===== src/rtl/hermes_switch_ctrl.sv =====
// Hermes mesh router switch control: round-robin header arbitration, XY
// routing, output allocation and the input/output connection table that
// steers the crossbar. Port order: 0 EAST, 1 WEST, 2 NORTH, 3 SOUTH,
// 4.. LOCAL0..LOCALn.
// Optional: define HERMES_SWITCH_STATS_EN to add saturating grant/block
// counters (grant_cnt_o, block_cnt_o).
module hermes_switch_ctrl #(
  parameter int  NLOCAL    = 1,
  parameter int  COORD_W   = 4,
  parameter int  FLIT_SIZE = 16,
  localparam int NPORT     = 4 + NLOCAL,
  localparam int LSEL_W    = (NLOCAL > 1) ? $clog2(NLOCAL) : 1,
  localparam int PSEL_W    = $clog2(NPORT)
) (
  input  logic                        clk_i,
  input  logic                        rst_ni,
  input  logic [2*COORD_W-1:0]        address_i,
  input  logic [NPORT-1:0]            req_i,
  input  logic [NPORT*FLIT_SIZE-1:0]  header_i,
  input  logic [NPORT-1:0]            release_i,
  output logic [NPORT-1:0]            ack_h_o,
  output logic [NPORT*PSEL_W-1:0]     in_sel_o,
  output logic [NPORT*PSEL_W-1:0]     out_sel_o,
  output logic [NPORT-1:0]            out_busy_o,
  output logic [NPORT-1:0]            in_conn_o
`ifdef HERMES_SWITCH_STATS_EN
  ,
  output logic [31:0]                 grant_cnt_o,
  output logic [31:0]                 block_cnt_o
`endif
);

  // Only the routing fields of a header are kept after arbitration.
  localparam int HW_W = 2*COORD_W + LSEL_W;

  typedef enum logic [1:0] {IDLE, ARB, ROUTE, GRANT} state_t;

  state_t                         state_q, state_d;
  logic [NPORT-1:0][FLIT_SIZE-1:0] hdr_arr;
  logic [NPORT-1:0]               elig;
  logic [PSEL_W-1:0]              ptr_q, sel_q, pick, dest;
  logic [HW_W-1:0]                hdr_q;
  logic [NPORT-1:0][PSEL_W-1:0]   in_sel_q, out_sel_q;
  logic                           do_latch, do_block, do_grant;
  logic [COORD_W-1:0]             tx, ty, rx, ry;
  logic [LSEL_W-1:0]              lsel;
  logic                           unused_hdr;

  assign hdr_arr    = header_i;
  assign unused_hdr = ^header_i;
  assign elig       = req_i & ~in_conn_o;
  assign in_sel_o   = in_sel_q;
  assign out_sel_o  = out_sel_q;

  assign tx   = hdr_q[2*COORD_W-1:COORD_W];
  assign ty   = hdr_q[COORD_W-1:0];
  assign lsel = hdr_q[HW_W-1:2*COORD_W];
  assign rx   = address_i[2*COORD_W-1:COORD_W];
  assign ry   = address_i[COORD_W-1:0];

  // Round-robin pick: first eligible input strictly after the pointer.
  // Scanning distances from far to near lets the nearest one win.
  always_comb begin
    pick = '0;
    for (int k = NPORT; k >= 1; k--) begin
      for (int i = 0; i < NPORT; i++) begin
        if (elig[i] && ((int'(ptr_q) + k == i) || (int'(ptr_q) + k == i + NPORT)))
          pick = PSEL_W'(i);
      end
    end
  end

  // XY route of the latched header; out-of-range local select falls to LOCAL0.
  always_comb begin
    if (tx > rx)                   dest = PSEL_W'(0);
    else if (tx < rx)              dest = PSEL_W'(1);
    else if (ty > ry)              dest = PSEL_W'(2);
    else if (ty < ry)              dest = PSEL_W'(3);
    else if (int'(lsel) < NLOCAL)  dest = PSEL_W'(4 + int'(lsel));
    else                           dest = PSEL_W'(4);
  end

  // State register.
  always_ff @(posedge clk_i) begin
    if (!rst_ni) state_q <= IDLE;
    else         state_q <= state_d;
  end

  // Next state and datapath strobes.
  always_comb begin
    state_d  = state_q;
    do_latch = 1'b0;
    do_block = 1'b0;
    do_grant = 1'b0;
    case (state_q)
      IDLE:  if (|elig) state_d = ARB;
      ARB: begin
        if (|elig) begin
          do_latch = 1'b1;
          state_d  = ROUTE;
        end else begin
          state_d  = IDLE;
        end
      end
      // Busy is checked against the registered table, so a release landing
      // in this same cycle cannot rescue the request; it simply retries.
      ROUTE: begin
        if (out_busy_o[dest]) begin
          do_block = 1'b1;
          state_d  = IDLE;
        end else begin
          state_d  = GRANT;
        end
      end
      GRANT: begin
        do_grant = 1'b1;
        state_d  = IDLE;
      end
      default: state_d = IDLE;
    endcase
  end

  // Arbitration registers and connection table. Releases are applied first
  // so a grant on another port in the same cycle lands on top of them.
  always_ff @(posedge clk_i) begin
    if (!rst_ni) begin
      ptr_q      <= PSEL_W'(NPORT-1);
      sel_q      <= '0;
      hdr_q      <= '0;
      ack_h_o    <= '0;
      out_busy_o <= '0;
      in_conn_o  <= '0;
      in_sel_q   <= '0;
      out_sel_q  <= '0;
    end else begin
      ack_h_o <= '0;
      for (int i = 0; i < NPORT; i++) begin
        if (release_i[i] && in_conn_o[i]) begin
          in_conn_o[i]              <= 1'b0;
          out_busy_o[out_sel_q[i]]  <= 1'b0;
        end
      end
      if (do_latch) begin
        sel_q <= pick;
        hdr_q <= hdr_arr[pick][HW_W-1:0];
      end
      if (do_block) ptr_q <= sel_q;
      if (do_grant) begin
        ack_h_o[sel_q]    <= 1'b1;
        out_busy_o[dest]  <= 1'b1;
        in_conn_o[sel_q]  <= 1'b1;
        in_sel_q[dest]    <= sel_q;
        out_sel_q[sel_q]  <= dest;
        ptr_q             <= sel_q;
      end
    end
  end

`ifdef HERMES_SWITCH_STATS_EN
  // Saturating grant / block event counters.
  always_ff @(posedge clk_i) begin
    if (!rst_ni) begin
      grant_cnt_o <= '0;
      block_cnt_o <= '0;
    end else begin
      if (do_grant && grant_cnt_o != '1) grant_cnt_o <= grant_cnt_o + 32'd1;
      if (do_block && block_cnt_o != '1) block_cnt_o <= block_cnt_o + 32'd1;
    end
  end
`endif

endmodule


===== config.mk =====
export PLATFORM = sky130hd
export DESIGN_NAME = hermes_switch_ctrl
export DESIGN_NICKNAME = d
export VERILOG_FILES = /design/src/rtl/hermes_switch_ctrl.sv
export SDC_FILE = /design/constraint.sdc
export NUM_CORES = 1
export LEC_CHECK = 0
export BUFFER_PORTS_ARGS = -buffer_cell sky130_fd_sc_hd__buf_2
export CORE_AREA = 3 3 111 113
export DETAILED_ROUTE_END_ITERATION = 12
export DIE_AREA = 0 0 114 116
export GPL_TIMING_DRIVEN = 0
export PLACE_DENSITY = 0.68
export SLEW_MARGIN = 20
export SYNTH_ARGS = -nofsm -noshare
export SYNTH_HDL_FRONTEND = slang
export SYNTH_SLANG_ARGS = --single-unit
export TNS_END_PERCENT = 10

===== constraint.sdc =====
create_clock -name clk_i -period 3.75 [get_ports clk_i]
set_clock_uncertainty 0.2 [all_clocks]
set_input_delay 0.1875 -clock clk_i [delete_from_list [all_inputs] [get_ports clk_i]]
set_output_delay 0.1875 -clock clk_i [all_outputs]
set_load 0.02 [all_outputs]

==> qor.yml <==
worst_pin_slew_ns: 1.09
power.switching_uw: 567
fin_total_pwr_mw: 2.02
clock_latency_ns: 0.33
crit_chain: "buf_6, clkinvlp_4, nand2_4, inv_2, ha_4, clkbuf_4, or3b_2, a2111oi_4, a41oi_1, o31ai_2, a31o_1, and3b_1, buf_6, buf_4, mux2i_1, o211ai_1"
hold_violations: 1
crit_family: "compound AO/OA/AOI/OAI gates"
gr-total-overflow: 0
grt_max_degree: 13
vdd_ir_drop_max_v: 0.000323
wl_per_cell_um: 18.5
cts.sinks: 61
core-area_um2: 11400
io_buffers: 103
antenna_found_initial: 0
cp_slowest_cell: "or3b_2"
synth.area.top_cells: "dfxtp_1 32%, mux2i_1 9.6%, nor2_1 6.8%, ha_1 4.6%, nand2_1 2.7%"
syn-num-nets: 582
htree_num_levels: 3
synth_area_um2: 3850
synth.most_common_cell: "nor2_1"
clkPwrFrac_pct: 43.7
netSwitchingFraction_pct: 28.1
powerDensity_nw_per_um2: 371
fin_ws_ns: 0.0942
std_cell_rows: 39
dieArea_um2: 13200
synthSimpleGateAreaFrac_pct: 26.2
start_util_pct: 33.7
yosysTopAreaCell: "dfxtp_1"
ant_nets: 0
period_minus_slack_ns: 3.66
whs_ns: -0.000208
critical_path_class: "register to register"
path_buf_inv: 6
grt_usage_pct: 20.5
post_synth_xor_area_fraction_pct: 0.228
hp-class: "primary input to register"
synthCells: 468
drt_wl_total_mm: 14.4
die_w_um: 114
fp.dieH_um: 116
hpwl_mm: 10.2
ioPinCount: 145
routed.top_layer: "met4"
drt_iter0_drc: 516
status: "finished with violations"
finalSetupViolCount: 0
synth_fa_ha_area_share_pct: 4.55
max_slew_margin_pct: 26.9
wl_met3_mm: 1.14
period_share_pct: 97.5
power_leakage_nw: 2.27
wl_met1_mm: 5.82
clock_path_buffers: 2
violations: "hold timing"
ys_seq_area_share_pct: 31.7
ys_ff_latch: 61
combPwrFrac_pct: 21.5
start_kind: "register"
avgSynthCellArea_um2: 8.22
crit_arrival_ns: 3.65
first_pass_iters: 5
worstPathRequired_ns: 3.74
cts_root_buffer: "clkbuf_16"
synthTopCellsByCount: "70 x nor2_1, 61 x dfxtp_1, 37 x mux2i_1, 28 x nand2_1, 22 x inv_1"
internal_power_mw: 1.45
gp_congestion: 0.906
drive_gt1_share_pct: 27.0
numCtsBuffers: 9
clk_pin_slew_worst_paths_ns: 0.06
synth_cell_types: 67
wl_met2_mm: 7.03
synth_top_family_by_area: "simple AND/OR/NAND/NOR gates"
grt_first_pass_wirelength_mm: 21.5
synth_compound_area_share_pct: 21.4
synth_edf_count: 0
synthMuxAreaShare_pct: 10.5
yosysTopAreaCellShare_pct: 31.7
critPathMaxFanout: 10
fmax_mhz: 274
yosysWarnings: 0
num_vias: 4379
final_util_pct: 47.6
cts_tree: "built"
async_flop_share_pct: 0
worstSetupEndpointType: "register"
drv_cap: 0
routed_via_density: 5.64
seqPwrFrac_pct: 34.8
grt_pass1_vias: 4238
layout.nets: 742
drv_slew: 0
area_growth_pct: 41.4
synth_ff_type: "dfxtp_1"
slowest_delay_ns: 0.52
place_ws_ns: -0.759
crit_top_cell: "buf_6"
drc: 0
[metrics by stage]
step                      cell area, µm²  hold WS [ns]  TNS [ns]  std cells
after floorplan                     3850         0.149         0        468
after global placement              4540         0.247     -6.38        714
after detailed placement            4540         0.248     -6.20        714
after CTS                           5250      0.000384         0        764
after global routing                5440        0.0166   -0.0980        776
final                               5440     -0.000208         0        777
[final cells by class]
| type | count | area, µm² |
|---|---|---|
| inverter | 23 | 90.1 |
| sequential | 61 | 1220 |
| clock inverter | 7 | 97.6 |
| antenna | 1 | 2.50 |
| clock buffer | 9 | 225 |
| tap | 143 | 179 |
| buffer | 24 | 129 |
| fill | 1113 | 5980 |
| multi-input combinational | 359 | 2530 |
| timing repair buffer | 150 | 958 |
[sequential cells by signal, summed over array words and instances, names as in the netlist]
signal and count:
in_sel_o 15, out_sel_o 15, hdr_q 8, ack_h_o 5
in_conn_o 5, out_busy_o 5, ptr_q 3, sel_q 3
state_q 2
[power groups by stage]
stage / clock (mW) / combinational [mW] / sequential [mW]
floorplan: 0 / 0.243 / 0.710
global placement: 0 / 0.353 / 0.712
detailed placement: 0 / 0.359 / 0.712
CTS: 0.890 / 0.396 / 0.700
global route: 0.930 / 0.472 / 0.704
finish: 0.883 / 0.434 / 0.702
[placed cells by master (no fill, tap or decap), types with 4 or more instances in the layout]
cell           count
a31oi_1            4
o221ai_1           7
nand2b_1          12
dfxtp_1           58
nand2_1           26
o21ai_0            7
o21a_1             6
mux2i_1           37
inv_1             19
a22oi_1           12
a21oi_1           20
nand3_1            6
buf_2            105
a211oi_1           6
o211ai_1          13
clkbuf_16          9
nand3b_1           5
nor3_1            15
clkbuf_1          14
ha_1              11
nor2b_1            9
nor3b_1            5
dlygate4sd3_1     36
nor4_1             5
buf_4             11
nor2_1            69
nand4_1            9
[metal layers]
metal | global-route usage [%] | vias up
li1 | - | 2070
met1 | 25.4 | 2034
met2 | 34.9 | 232
met3 | 4.91 | 43
met4 | 6.81 | 0
met5 | 0 | -
[timing repair]
action	in CTS	in global routing
pin swaps	1	2
gates resized for setup	15	18
endpoints found under the hold margin	13	1
buffers inserted	1	10
cloned	0	0
setup endpoints to repair	10	9
hold buffers	34	2
[worst reg2reg max path, delay by kind of cell, from the launching register on]
kind / cells / cell delay (ns)
AOI/OAI and AO/OA: 5 / 0.87
adders and majority gates: 1 / 0.23
buffers and inverters: 6 / 0.82
DFF: 1 / 0.36
muxes: 1 / 0.22
and+or+nand+nor: 3 / 0.83
[worst paths after layout]
path / to / cells past startpoint / startpoint / slack, ns
min reg2reg: ack_h_o[2] / 2 / sel_q[1] / 0.28
min: hdr_q[5] / 3 / header_i[53] / -0.0002
max reg2reg: hdr_q[3] / 16 / ptr_q[1] / 0.09
max: hdr_q[3] / 16 / ptr_q[1] / 0.09
[cell families after synthesis]
family / count (synthesis)
adder cells (fa/ha/maj): 14
XOR/XNOR: 1
AND/OR/NAND/NOR: 193
buffers and inverters: 48
AO/OA/AOI/OAI: 111
flip-flops: 61
multiplexers: 40
Note: power is estimated with default switching activity, not from simulation.
